## src/rtl/filt_sequencer_pkg.sv

```systemverilog
// Shared types, constants and helpers for the filters start/done sequencer.
package filt_sequencer_pkg;

    localparam int XADC_DATA_SIZE = 16;

    localparam logic [1:0] FILT_SEL_LPF = 2'b00;
    localparam logic [1:0] FILT_SEL_HPF = 2'b01;
    localparam logic [1:0] FILT_SEL_BPF = 2'b10;

    typedef enum logic [1:0] {
        ST_IDLE  = 2'd0,
        ST_START = 2'd1,
        ST_WAIT  = 2'd2
    } seq_state_e;

    // The reserved select code falls back to the low-pass filter.
    function automatic logic [1:0] map_sel(input logic [1:0] sel);
        logic [1:0] res;
        case (sel)
            FILT_SEL_HPF: res = FILT_SEL_HPF;
            FILT_SEL_BPF: res = FILT_SEL_BPF;
            default:      res = FILT_SEL_LPF;
        endcase
        return res;
    endfunction

    function automatic logic [7:0] sat_add8(input logic [7:0] a, input logic [1:0] inc);
        logic [8:0] sum;
        sum = {1'b0, a} + {7'b0, inc};
        return sum[8] ? 8'hFF : sum[7:0];
    endfunction

endpackage

```

## src/rtl/filt_sequencer_if.sv

```systemverilog
// Bundle of the sample input, filters handshake, result output and status signals.
// Handshakes: in_valid/in_ready and out_valid/out_ready transfer on a clock edge where both are high;
// a valid, once raised, holds its data stable until that edge.
interface filt_sequencer_if
    import filt_sequencer_pkg::*;
#(
    parameter int DW = XADC_DATA_SIZE
) ();
    logic          in_valid;
    logic [DW-1:0] in_data;
    logic          in_ready;
    logic [1:0]    sel_in;
    logic          filt_start;
    logic [1:0]    filt_select;
    logic [DW-1:0] filt_sample;
    logic [DW-1:0] filt_result;
    logic          filt_done;
    logic          out_valid;
    logic [DW-1:0] out_data;
    logic          out_ready;
    logic          err_timeout;
    logic [7:0]    drop_count;
    seq_state_e    dbg_state;

    modport master (
        input  in_valid, in_data, sel_in, filt_result, filt_done, out_ready,
        output in_ready, filt_start, filt_select, filt_sample, out_valid, out_data,
               err_timeout, drop_count, dbg_state
    );

    modport slave (
        output in_valid, in_data, sel_in, filt_result, filt_done, out_ready,
        input  in_ready, filt_start, filt_select, filt_sample, out_valid, out_data,
               err_timeout, drop_count, dbg_state
    );
endinterface

```

## src/rtl/filt_sequencer_sync_fifo.sv

```systemverilog
// Single-clock FIFO; the head word is presented straight from registered storage.
module filt_sequencer_sync_fifo #(
    parameter int WIDTH = 16,
    parameter int AW    = 3
) (
    input  logic             clk,
    input  logic             rst,
    input  logic             push,
    input  logic [WIDTH-1:0] wr_data,
    input  logic             pop,
    output logic [WIDTH-1:0] rd_data,
    output logic             full,
    output logic             empty
);
    localparam int         DEPTH    = 1 << AW;
    localparam logic [AW:0] FULL_CNT = DEPTH[AW:0];

    logic [WIDTH-1:0] mem_q [DEPTH];
    logic [WIDTH-1:0] mem_d [DEPTH];
    logic [AW-1:0]    wr_ptr_q, wr_ptr_d;
    logic [AW-1:0]    rd_ptr_q, rd_ptr_d;
    logic [AW:0]      count_q, count_d;
    logic             push_ok, pop_ok;

    assign full    = (count_q == FULL_CNT);
    assign empty   = (count_q == '0);
    assign rd_data = mem_q[rd_ptr_q];
    assign push_ok = push & ~full;
    assign pop_ok  = pop & ~empty;

    always_comb begin
        mem_d    = mem_q;
        wr_ptr_d = wr_ptr_q;
        rd_ptr_d = rd_ptr_q;
        count_d  = count_q;
        if (push_ok) begin
            mem_d[wr_ptr_q] = wr_data;
            wr_ptr_d        = wr_ptr_q + AW'(1);
        end
        if (pop_ok) begin
            rd_ptr_d = rd_ptr_q + AW'(1);
        end
        case ({push_ok, pop_ok})
            2'b10:   count_d = count_q + (AW+1)'(1);
            2'b01:   count_d = count_q - (AW+1)'(1);
            default: count_d = count_q;
        endcase
    end

    always_ff @(posedge clk or posedge rst) begin
        if (rst) begin
            mem_q    <= '{default: '0};
            wr_ptr_q <= '0;
            rd_ptr_q <= '0;
            count_q  <= '0;
        end else begin
            mem_q    <= mem_d;
            wr_ptr_q <= wr_ptr_d;
            rd_ptr_q <= rd_ptr_d;
            count_q  <= count_d;
        end
    end

endmodule

```

## src/rtl/filt_sequencer.sv

```systemverilog
// Feeds buffered XADC samples one at a time through the filters start/done handshake
// and holds each captured result on a valid/ready output.
module filt_sequencer
    import filt_sequencer_pkg::*;
#(
    parameter int FIFO_AW        = 3,
    parameter int START_CYCLES   = 2,
    parameter int TIMEOUT_CYCLES = 255
) (
    input  logic           clk,
    input  logic           rst,
    filt_sequencer_if.master bus
);
    localparam int DW = XADC_DATA_SIZE;
    localparam int SW = $clog2(START_CYCLES + 1);
    localparam int TW = $clog2(TIMEOUT_CYCLES + 1);

    logic          push, pop, drop, timeout, done_evt, out_fire;
    logic          fifo_full, fifo_empty;
    logic [DW-1:0] fifo_rd_data;

    seq_state_e    state_q, state_d;
    logic [SW-1:0] start_cnt_q, start_cnt_d;
    logic [TW-1:0] timer_q, timer_d;
    logic          done_q, done_d;
    logic          filt_start_q, filt_start_d;
    logic [1:0]    filt_select_q, filt_select_d;
    logic [DW-1:0] filt_sample_q, filt_sample_d;
    logic          out_valid_q, out_valid_d;
    logic [DW-1:0] out_data_q, out_data_d;
    logic          err_timeout_q, err_timeout_d;
    logic [7:0]    drop_count_q, drop_count_d;

    assign push = bus.in_valid & ~fifo_full;
    assign drop = bus.in_valid & fifo_full;

    filt_sequencer_sync_fifo #(
        .WIDTH (DW),
        .AW    (FIFO_AW)
    ) u_fifo (
        .clk     (clk),
        .rst     (rst),
        .push    (push),
        .wr_data (bus.in_data),
        .pop     (pop),
        .rd_data (fifo_rd_data),
        .full    (fifo_full),
        .empty   (fifo_empty)
    );

    always_comb begin
        state_d       = state_q;
        start_cnt_d   = start_cnt_q;
        timer_d       = timer_q;
        done_d        = bus.filt_done;
        filt_start_d  = filt_start_q;
        filt_select_d = filt_select_q;
        filt_sample_d = filt_sample_q;
        out_valid_d   = out_valid_q;
        out_data_d    = out_data_q;
        err_timeout_d = 1'b0;
        pop           = 1'b0;
        timeout       = 1'b0;
        done_evt      = bus.filt_done & ~done_q;
        out_fire      = out_valid_q & bus.out_ready;

        if (out_fire) begin
            out_valid_d = 1'b0;
        end

        case (state_q)
            // The output slot counts as free when it is being drained this cycle,
            // so a held-high out_ready gives back-to-back samples.
            ST_IDLE: begin
                if (!fifo_empty && (!out_valid_q || bus.out_ready)) begin
                    pop           = 1'b1;
                    filt_sample_d = fifo_rd_data;
                    filt_select_d = map_sel(bus.sel_in);
                    filt_start_d  = 1'b1;
                    start_cnt_d   = '0;
                    state_d       = ST_START;
                end
            end
            ST_START: begin
                if (start_cnt_q == SW'(START_CYCLES - 1)) begin
                    filt_start_d = 1'b0;
                    timer_d      = '0;
                    state_d      = ST_WAIT;
                end else begin
                    start_cnt_d = start_cnt_q + SW'(1);
                end
            end
            ST_WAIT: begin
                if (done_evt) begin
                    out_data_d  = bus.filt_result;
                    out_valid_d = 1'b1;
                    state_d     = ST_IDLE;
                end else if (timer_q == TW'(TIMEOUT_CYCLES - 1)) begin
                    err_timeout_d = 1'b1;
                    timeout       = 1'b1;
                    state_d       = ST_IDLE;
                end else begin
                    timer_d = timer_q + TW'(1);
                end
            end
            default: state_d = ST_IDLE;
        endcase

        drop_count_d = sat_add8(drop_count_q, {1'b0, drop} + {1'b0, timeout});
    end

    always_ff @(posedge clk or posedge rst) begin
        if (rst) begin
            state_q       <= ST_IDLE;
            start_cnt_q   <= '0;
            timer_q       <= '0;
            done_q        <= 1'b0;
            filt_start_q  <= 1'b0;
            filt_select_q <= '0;
            filt_sample_q <= '0;
            out_valid_q   <= 1'b0;
            out_data_q    <= '0;
            err_timeout_q <= 1'b0;
            drop_count_q  <= '0;
        end else begin
            state_q       <= state_d;
            start_cnt_q   <= start_cnt_d;
            timer_q       <= timer_d;
            done_q        <= done_d;
            filt_start_q  <= filt_start_d;
            filt_select_q <= filt_select_d;
            filt_sample_q <= filt_sample_d;
            out_valid_q   <= out_valid_d;
            out_data_q    <= out_data_d;
            err_timeout_q <= err_timeout_d;
            drop_count_q  <= drop_count_d;
        end
    end

    assign bus.in_ready    = ~fifo_full;
    assign bus.filt_start  = filt_start_q;
    assign bus.filt_select = filt_select_q;
    assign bus.filt_sample = filt_sample_q;
    assign bus.out_valid   = out_valid_q;
    assign bus.out_data    = out_data_q;
    assign bus.err_timeout = err_timeout_q;
    assign bus.drop_count  = drop_count_q;
    assign bus.dbg_state   = state_q;

endmodule

```

## src/flat_wrapper.sv

```systemverilog
// flat-port wrapper written by rule: the top's interface ports become plain ports
module filt_sequencer_flat import filt_sequencer_pkg::*;
#(
    parameter int FIFO_AW        = 3,
    parameter int START_CYCLES   = 2,
    parameter int TIMEOUT_CYCLES = 255
)
  (clk, rst, bus_in_valid, bus_in_data, bus_sel_in, bus_filt_result, bus_filt_done, bus_out_ready, bus_in_ready, bus_filt_start, bus_filt_select, bus_filt_sample, bus_out_valid, bus_out_data, bus_err_timeout, bus_drop_count, bus_dbg_state);
  filt_sequencer_if bus_i ();
  input  logic clk;
  input  logic rst;
  input wire logic [$bits(bus_i.in_valid)-1:0] bus_in_valid;
  input wire logic [$bits(bus_i.in_data)-1:0] bus_in_data;
  input wire logic [$bits(bus_i.sel_in)-1:0] bus_sel_in;
  input wire logic [$bits(bus_i.filt_result)-1:0] bus_filt_result;
  input wire logic [$bits(bus_i.filt_done)-1:0] bus_filt_done;
  input wire logic [$bits(bus_i.out_ready)-1:0] bus_out_ready;
  output wire logic [$bits(bus_i.in_ready)-1:0] bus_in_ready;
  output wire logic [$bits(bus_i.filt_start)-1:0] bus_filt_start;
  output wire logic [$bits(bus_i.filt_select)-1:0] bus_filt_select;
  output wire logic [$bits(bus_i.filt_sample)-1:0] bus_filt_sample;
  output wire logic [$bits(bus_i.out_valid)-1:0] bus_out_valid;
  output wire logic [$bits(bus_i.out_data)-1:0] bus_out_data;
  output wire logic [$bits(bus_i.err_timeout)-1:0] bus_err_timeout;
  output wire logic [$bits(bus_i.drop_count)-1:0] bus_drop_count;
  output wire logic [$bits(bus_i.dbg_state)-1:0] bus_dbg_state;
  assign bus_i.in_valid = bus_in_valid;
  assign bus_i.in_data = bus_in_data;
  assign bus_i.sel_in = bus_sel_in;
  assign bus_i.filt_result = bus_filt_result;
  assign bus_i.filt_done = bus_filt_done;
  assign bus_i.out_ready = bus_out_ready;
  assign bus_in_ready = bus_i.in_ready;
  assign bus_filt_start = bus_i.filt_start;
  assign bus_filt_select = bus_i.filt_select;
  assign bus_filt_sample = bus_i.filt_sample;
  assign bus_out_valid = bus_i.out_valid;
  assign bus_out_data = bus_i.out_data;
  assign bus_err_timeout = bus_i.err_timeout;
  assign bus_drop_count = bus_i.drop_count;
  assign bus_dbg_state = bus_i.dbg_state;
  filt_sequencer #(.FIFO_AW(FIFO_AW), .START_CYCLES(START_CYCLES), .TIMEOUT_CYCLES(TIMEOUT_CYCLES)) u_core (.clk(clk), .rst(rst), .bus(bus_i));
endmodule
```

## config.mk

```make
export PLATFORM = sky130hd
export DESIGN_NAME = filt_sequencer_flat
export DESIGN_NICKNAME = d
export VERILOG_FILES = /design/src/rtl/filt_sequencer_pkg.sv /design/src/rtl/filt_sequencer_if.sv /design/src/rtl/filt_sequencer_sync_fifo.sv /design/src/rtl/filt_sequencer.sv /design/src/flat_wrapper.sv
export SDC_FILE = /design/constraint.sdc
export NUM_CORES = 1
export LEC_CHECK = 0
export ABC_AREA = 1
export CORE_MARGIN = 2
export CORE_UTILIZATION = 45
export DETAILED_ROUTE_END_ITERATION = 10
export PLACE_DENSITY = 0.62
export SYNTH_ARGS = -nofsm -noshare
export SYNTH_HDL_FRONTEND = slang
export SYNTH_SLANG_ARGS = --single-unit
```

## constraint.sdc

```tcl
create_clock -name clk -period 13.4 [get_ports clk]
set_input_delay 4.02 -clock clk [delete_from_list [all_inputs] [get_ports clk]]
set_output_delay 4.02 -clock clk [all_outputs]
set_load 0.1 [all_outputs]
```

# Word level (Yosys, flattened, before mapping)
# Cells that the tools add are included.
[totals]
ff_bits = 196
word_cells = 107
[classes]
add_sub_neg = 8
n_lt_le_gt_ge = 3
eq_ne = 15
n_mux = 32
bitwise = 11
reduce_logical = 16
[ops]
columns = ["operator", "n"]
rows = [
  ["128-bit bitwise mux", 1],
  ["16-bit binary-select mux with 3-bit select", 1],
  ["16-bit demux with 3-bit select", 1],
  ["16-bit two-way mux", 3],
  ["8-bit two-way mux", 4],
  ["8-bit case mux with 2 select lines", 1],
  ["2-bit two-way mux", 6],
  ["1-bit two-way mux", 10],
  ["8-bit by 2-bit adder with 9-bit output", 1],
  ["3-bit AND reduction", 3],
  ["8-bit by 1-bit adder with 8-bit output, second input constant", 1],
  ["2-bit by 1-bit == test with 1-bit output, second input constant", 4],
  ["8-bit == test, second input constant", 1],
  ["4-bit greater-or-equal comparator, second input constant", 2],
  ["3-bit NOT with 4-bit output", 2],
  ["2-bit case mux with 2 select lines", 2],
  ["4-bit case mux with 2 select lines", 1],
  ["3-bit by 1-bit adder with 3-bit output, second input constant", 2],
  ["1-bit bitwise AND", 6],
  ["2-bit == test, second input constant", 3],
  ["2-bit != test, second input constant", 3],
  ["2-bit case mux with 3 select lines", 1],
  ["2-bit nonzero test", 3],
  ["4-bit by 1-bit adder with 4-bit output, second input constant", 1],
  ["other kinds (16)", 22],
]

# Longest topological paths before layout
# Gate-level depths: netlist (run 1).
[logic_depth]
depth_word = 8
ltp_mapped = 16

# Cells and area by module
# From an unflattened synthesis (run 1), not the netlist that was laid out.
[hier_totals]
cells_unflattened = 1265
area_unflattened_um2 = 9821.9
[by_module_without_submodules]
columns = ["mod", "instances", "cells_per_inst", "area_each_um2", "seq_area_each_um2"]
rows = [
  ["filt_sequencer_sync_fifo", 1, 962, 7255.7, 3453.3],
  ["filt_sequencer", 1, 303, 2566.2, 1451.4],
]

# Worst setup path before layout (run 1)
# Ideal clock, no wire load.
[synth_path]
path_type = "in2reg"
start = "in bus_filt_done"
end = "reg u_core.drop_count_q[6], in the netlist u_core.bus.drop_count[6]"
setup_time_ps = 79
arrival_ps = 5592
t_required_ps = 13321
path_slack_ps = 7729
path_stages = 13
path_buffers = 0
path_cell_list = "nand2_1 > nand2_1 > nor2_1 > inv_1 > fa_1 > inv_1 > ha_1 > nand2_1 > inv_1 > nand2_1 > nor2_1 > a21oi_1 > a21oi_1"
[synth_between]
elab_chain_len = 6
[synth_rtl]
columns = ["element", "line", "source"]
rows = [
  ["from (decl)", "flat_wrapper.sv:16", "input wire logic [$bits(bus_i.filt_done)-1:0] bus_filt_done;"],
  ["1-bit bitwise AND", "filt_sequencer.sv:64", "done_evt = bus.filt_done & ~done_q;"],
  ["1-bit two-way mux (2 in series)", "--", ""],
  ["via u_core.err_timeout_d", "filt_sequencer.sv:31", "logic err_timeout_q, err_timeout_d;"],
  ["1-bit by 1-bit adder with 2-bit output", "filt_sequencer.sv:109", "drop_count_d = sat_add8(drop_count_q, {1'b0, drop} + {1'b0, timeout});"],
  ["8-bit by 2-bit adder with 9-bit output", "filt_sequencer_pkg.sv:29", "sum = {1'b0, a} + {7'b0, inc};"],
  ["8-bit two-way mux", "filt_sequencer_pkg.sv:30", "return sum[8] ? 8'hFF : sum[7:0];"],
  ["via u_core.drop_count_d[6]", "filt_sequencer.sv:32", "logic [7:0] drop_count_q, drop_count_d;"],
  ["to (signal assigned)", "filt_sequencer.sv:136", "drop_count_q <= drop_count_d;"],
  ["to (decl)", "filt_sequencer.sv:32", ""],
]
# The timed path passes the listed nets, and every way through them passes these cells.
# A chain may end at the register's enable or synchronous reset.

# Worst setup path after layout (run 1)
[layout_path]
start = "reg u_core.u_fifo.count_q[2]"
end = "out bus_in_ready"
[layout_between]
elab_chain_len = 2
[layout_rtl]
columns = ["element", "line", "source"]
rows = [
  ["from (decl)", "filt_sequencer_sync_fifo.sv:22", "logic [AW:0] count_q, count_d;"],
  ["from (signal assigned)", "filt_sequencer_sync_fifo.sv:60", "count_q <= count_d;"],
  ["4-bit == test", "filt_sequencer_sync_fifo.sv:25", "assign full = (count_q == FULL_CNT);"],
  ["1-bit NOT", "filt_sequencer.sv:140", "assign bus.in_ready = ~fifo_full;"],
  ["to (decl)", "flat_wrapper.sv:18", "output wire logic [$bits(bus_i.in_ready)-1:0] bus_in_ready;"],
]
# Every way passes these cells.

==> metrics.csv, run 1 <==
metric,value,unit
status,"finished, final reports clean",
Detail Placement HPWL,11.9,mm
syn_nets,1063,
"IR drop worst, VDD",0.130,mV
via/cell ratio,5.08,
CP endpoint kind,output port,
initial antenna violation count,0,
initial drt markers,477,
startpoint types,flop,
number of max-cap violations,0,
DIE AREA,21000,um^2
fraction of layout instances using a drive strength above 1,6.56,%
first-pass GRT wire length,34.2,mm
fillers,1818,
Yosys Warn Count,0,
vias in the first global route,6601,
Worst Slack Setup Final,7180,ps
Slew @ Worst Pin,1050,ps
Critical Path RT,9380,ps
Setup CP Type,reg -> out,
RSZ-0062 raised after global routing,no,
Yosys cell types,39,
Post-CTS Setup Inserts,0,
P per Cell Area,284,nW/um^2
leakage power,0.00489,uW
Synth top area share,55.0,%
starting density of the core,45.8,%
Critical Path Max Stage Delay,1140,ps
wire per inst,15.6,um
"leading cell types in the layout, fill and taps excluded","231 x nand2_1, 195 x dfrtp_1, 153 x nor2_1",
GPL Wtd Cong,0.749,
Clock Skews,11.2,ps
final setup vio count,0,
Final nets,1119,
total negative slack,0,ps
CTS Buffer Depth,2,
largest net degree at the start of global routing,137,
max frequency,161,MHz
Root Buffer,clkbuf_16,
Die Ht,145,um
Yosys reg bits,196,
antenna cells,0,
DRT Pass-1 Iters,8,
WL final,21.0,mm
"Slew Viols, Final",0,
Slew headroom,30.1,%
overflow left after global routing,0,
minimum clock period,6220,ps
Die Span X,145,um
I/O Pins,87,
cell row count,51,
Antenna Violating Nets Remaining,0,
DP Worst Slack,6850,ps
Mapped Cells,1014,
H-tree Lvls,4,
Worst-Skew Late Latency,440,ps
crit path max-delay cell type,clkdlybuf4s50_1,
port buffer count,86,
sequential area share after synthesis,55.0,%
P&R area growth vs syn,15.5,%
cell area after synthesis,8920,um^2
hold crit path type,reg -> reg,
post_cts resized,0,
cts hold-fix bufs,0,
"commonest non-fill, non-tap cell in the layout",nand2_1,
"Cell Chain, Critical Path","inv_2, nand3_4, clkdlybuf4s50_1",
drc violations,0,
Placed Area,9740,um^2
Synth area leaders,"dfrtp_1 55%, nand2_1 9.7%, nor2_1 6.4%",
Critical Path Fanout Max,5,
Mean Syn Cell Area,8.79,um^2
total CTS buffers,17,
Tot GR Track Use,21.0,%
post-synth top area cell,dfrtp_1,
vias,6845,
final hold violation count,0,
clk sinks,196,
fin area,10300,um^2
Tcrit/Tclk final,46.4,%
arrival time worst endpoint,2200,ps
"Reg clk slew, reported paths",70,ps
CTS tree,built,
CORE AREA,19500,um^2
==> state kept, by name (all words and copies together), names as in the netlist, 2 cells and up <==
| signal | count |
|---|---|
| u_core.timer_q | 8 |
| u_core.u_fifo.count_q | 4 |
| u_core.bus.filt_sample | 16 |
| u_core.bus.dbg_state | 2 |
| u_core.bus.out_data | 16 |
| u_core.u_fifo.mem_q | 128 |
| u_core.u_fifo.wr_ptr_q | 3 |
| u_core.bus.filt_select | 2 |
| u_core.bus.drop_count | 8 |
| u_core.start_cnt_q | 2 |
| u_core.u_fifo.rd_ptr_q | 3 |
==> cell usage after synthesis <==
library cell,number
nand2_1,231
dfrtp_1,196
nor2_1,153
o21ai_1,112
o21ai_0,89
nand3_1,59
inv_1,47
buf_6,21
buf_2,19
mux2_2,16
clkbuf_1,9
ha_1,9
nand2_4,8
a21oi_1,6
xor2_1,6
inv_2,4
nand4_1,3
xnor2_1,3
buf_1,2
nor3_1,2
a21o_1,1
a21oi_2,1
a31oi_1,1
buf_12,1
buf_4,1
clkbuf_8,1
clkinv_1,1
fa_1,1
nand2_2,1
nand3_2,1
nand3_4,1
nand3b_1,1
nor2_2,1
nor2_4,1
o211ai_1,1
o21a_1,1
o21ai_2,1
o31ai_1,1
or2_2,1
==> through the flow <==
stage,cells,total power [uW],hold slack (ps),util (%)
2_1_floorplan,1014,2120,454,-
3_3_place_gp,1316,2410,459,50.0
3_5_place_dp,1316,2440,465,50.0
4_1_cts,1348,2940,483,52.9
5_1_grt,1348,3130,501,52.9
6_report,1348,2930,479,52.9
==> power by group <==
group          internal [uW]  switching [uW]
clock network            278             222
logic                    404            1020
registers                849             154
total                   1530            1400
==> cell families (layout without fill, tap and decap cells) <==
group	Yosys count	after routing	synth area share, %
AO/OA/AOI/OAI	214	214	12.2
XOR/XNOR	9	9	0.884
adder cells (fa/ha/maj)	10	10	1.49
buffers and inverters	106	175	6.83
flip-flops	196	196	55.0
multiplexers	16	16	2.02
AND/OR/NAND/NOR	463	463	21.5
==> critical path: cells and delay by family (launching register included) <==
kind          cells  cell delay, ps
simple gates      1              90
flops             1             440
buf+inv           2            1230
==> metal layers <==
| metal | vias to the layer above | wire length [um] | track usage (%) |
|---|---|---|---|
| met5 | - | 0 | 0 |
| met4 | 0 | 204 | 5.57 |
| met3 | 12 | 739 | 3.98 |
| met2 | 127 | 9920 | 33.9 |
| met1 | 3292 | 10100 | 29.2 |
| li1 | 3414 | - | - |
==> cell type report <==
class	count	area, um^2	area share (%)
clock buffer	22	454	4.41
inverter	52	203	1.97
tap	265	332	3.22
timing repair buffer	91	898	8.72
clock inverter	10	108	1.04
sequential	196	4910	47.6
multi-input combinational	712	3400	33.0
==> path summary, 6_finish.rpt <==
path	from	endpoint	slack (ps)	depth (start not counted)
max	u_core.u_fifo.count_q[2]$_DFFE_PP0P_	bus_in_ready	7180	3
min	u_core.bus.filt_sample[12]$_DFFE_PP0N_	u_core.bus.filt_sample[12]$_DFFE_PP0N_	480	2
max reg2reg	u_core.u_fifo.count_q[0]$_DFFE_PP0P_	u_core.u_fifo.count_q[2]$_DFFE_PP0P_	10760	13
min reg2reg	u_core.bus.filt_sample[12]$_DFFE_PP0N_	u_core.bus.filt_sample[12]$_DFFE_PP0N_	480	2
max in group asynchronous	rst	u_core.u_fifo.rd_ptr_q[0]$_DFFE_PP0P_	7860	3
min in group asynchronous	rst	u_core.timer_q[2]$_DFFE_PP0P_	4180	2
Power figures use the tool's default switching activity.
==> run 2, diff against run 1 <==
- clock period: 13.4 -> 6.1 ns (I/O delays scaled with it)
==> run 2 against run 1 <==
  * First-iteration DRC count shrank 20%
  * Cell area is 0.90% higher
  * Count of clock-buffer cells in the layout fell by 5
  * Critical path depth unchanged
  * Setup slack got worse by 5100 ps
  * Clock skew is 4.9 ps lower
  * Non-clock buffer count increased by 1
  * Combinational power increased by 120%
  * Sequential share of layout area fell by 0.42 points
  * Die area did not move
  * Final cell count about the same
  * Critical path type unchanged
  * Critical endpoint unchanged
==> metrics.csv, run 2 (same netlist as run 1, synthesis figures left out) <==
metric,value,unit,change
post_cts resized,0,,unchanged
Antenna Violating Nets Remaining,0,,unchanged
hold crit path type,reg -> reg,,
startpoint types,flop,,
final hold violation count,0,,unchanged
Critical Path RT,4270,ps,-5110 ps
WP buf/inv,2,,unchanged
Slew @ Worst Pin,1060,ps,+16.5 ps
DRT Pass-1 Iters,5,,-3
fin util,53.4,%,+0.48 points
worst setup path startpoint,u_core.u_fifo.count_q[2]$_DFFE_PP0P_,,
fillers,1835,,+0.94%
CP endpoint kind,output port,,
Hold Path Sink,u_core.bus.filt_sample[13]$_DFFE_PP0N_,,
Post-CTS Setup Inserts,0,,unchanged
wire per inst,15.4,um,-1.2%
DIE AREA,21000,um^2,unchanged
P&R area growth vs syn,16.6,%,
Die Ht,145,um,unchanged
Critical Path Fanout Max,5,,unchanged
Root Buffer,clkbuf_16,,
clk sinks,196,,unchanged
total CTS buffers,17,,unchanged
reg2reg start,u_core.u_fifo.count_q[3]$_DFFE_PP0P_,,
initial antenna violation count,0,,unchanged
Clock Skews,6.35,ps,-4.86 ps
arrival time worst endpoint,2210,ps,about the same
H-tree Lvls,4,,unchanged
DP Worst Slack,1690,ps,-5160 ps
first-pass GRT wire length,34.2,mm,+0.20%
largest net degree at the start of global routing,147,,+7.3%
"Reg clk slew, reported paths",70,ps,about the same
vias,6812,,-0.48%
Flop pwr share,33.6,%,-0.7 points
status,"finished, final reports clean",,
Worst Slack Setup Final,2060,ps,-5120 ps
Worst-Skew Late Latency,440,ps,about the same
fraction of layout instances using a drive strength above 1,7.01,%,+0.46 points
Tcrit/Tclk final,66.2,%,
cts hold-fix bufs,0,,unchanged
Crit path max-delay family,buffers and inverters,,
WL final,20.8,mm,-1.2%
hold path cells,2,,unchanged
R2R depth,13,,unchanged
Combinational Power Share,47.8,%,-0.9 points
Tot GR Track Use,21.0,%,about the same
I/O Pins,87,,unchanged
leakage power,0.00494,uW,+0.94%
max frequency,248,MHz,
minimum clock period,4040,ps,
CORE AREA,19500,um^2,unchanged
R2R Setup Slk,3410,ps,-7350 ps
Biggest register,u_core.u_fifo.mem_q,,
Final Power,6550,uW,+120%
end of the worst register-to-register path,u_core.u_fifo.count_q[2]$_DFFE_PP0P_,,
max FFs per register,128,,unchanged
GPL Wtd Cong,0.756,,+1.0%
P per Cell Area,630,nW/um^2,+120%
Detail Placement HPWL,11.8,mm,-1.0%
port buffer count,86,,unchanged
Slew headroom,29.1,%,-0.98 points
CTS tree,built,,
"IR drop worst, VDD",0.301,mV,+130%
Critical Path Max Stage Delay,1140,ps,about the same
Worst Hold Launch,u_core.bus.filt_sample[13]$_DFFE_PP0N_,,
switching power,3070,uW,+120%
drc violations,0,,unchanged
final hold slack,478,ps,-0.893 ps
Sw Ratio,46.9,%,-0.76 points
starting density of the core,45.8,%,unchanged
crit path max-delay cell type,clkdlybuf4s50_1,,
Pint,3480,uW,+130%
"Slew Viols, Final",0,,unchanged
"Cell Chain, Critical Path","inv_2, nand3_4, clkdlybuf4s50_1",,
area of the multi-input gates,3400,um^2,unchanged
antenna cells,0,,unchanged
overflow left after global routing,0,,unchanged
vias in the first global route,6809,,+3.2%
Die Span X,145,um,unchanged
Storage cell area,4910,um^2,unchanged
CTS Buffer Depth,2,,unchanged
cell row count,51,,unchanged
"commonest non-fill, non-tap cell in the layout",nand2_1,,
"leading cell types in the layout, fill and taps excluded","231 x nand2_1, 195 x dfrtp_1, 153 x nor2_1",,
Setup CP Type,reg -> out,,
RSZ-0062 raised after global routing,no,,
number of max-cap violations,0,,unchanged
via/cell ratio,5.05,,-0.56%
final setup vio count,0,,unchanged
total negative slack,0,ps,unchanged
Final nets,1120,,+0.089%
clock share of power,18.6,%,+1.5 points
initial drt markers,383,,-20%
[run 2: power by group through the flow]
stage | Clock (uW) | Sequential, uW | Combinational (uW)
4_1_cts | 1240 | 2200 | 3160
5_1_grt | 1290 | 2270 | 3440
3_5_place_dp | 0 | 2210 | 3140
2_1_floorplan | 0 | 3090 | 1560
6_report | 1220 | 2200 | 3130
3_3_place_gp | 0 | 2200 | 3100
[run 2: area by class of cell]
class                   count  share of cell area, %
clock inverters            15                   2.05
repair buffers             92                   8.83
multi-input cells         712                   32.7
clock buffers              17                   4.09
inverters                  52                   1.91
flip-flops and latches    196                   47.2
well taps                 265                   3.19
[run 2: how the worst max path moves through the flow]
stage,slack [ps],to,cells after the start
2_1_floorplan,1740,u_core.bus.dbg_state[0]$_DFFE_PP0P_,1
3_3_place_gp,1790,u_core.u_fifo.count_q[2]$_DFFE_PP0P_,14
3_5_place_dp,1690,u_core.u_fifo.count_q[2]$_DFFE_PP0P_,14
4_1_cts,2040,bus_in_ready,3
5_1_grt,1910,u_core.u_fifo.count_q[2]$_DFFE_PP0P_,14
6_report,2060,bus_in_ready,3
[run 2: stage by stage]
step | cells | area [um^2]
6_report | 1349 | 10400
5_1_grt | 1349 | 10400
4_1_cts | 1349 | 10400
3_5_place_dp | 1317 | 9760
3_3_place_gp | 1317 | 9760
2_1_floorplan | 1014 | 8920
[run 2: tightest hold or removal path: cells and delay by family, from the launching register on]
| kind | cells | cell delay, ps |
|---|---|---|
| flops | 1 | 340 |
| simple gates | 2 | 100 |
[run 2: routing by layer]
layer	track usage [%]	vias up	part of all wire [%]
met5	0	-	0
li1	-	3417	-
met4	6.18	0	1.3
met3	3.65	23	3.3
met1	29.2	3265	48
met2	33.9	107	47
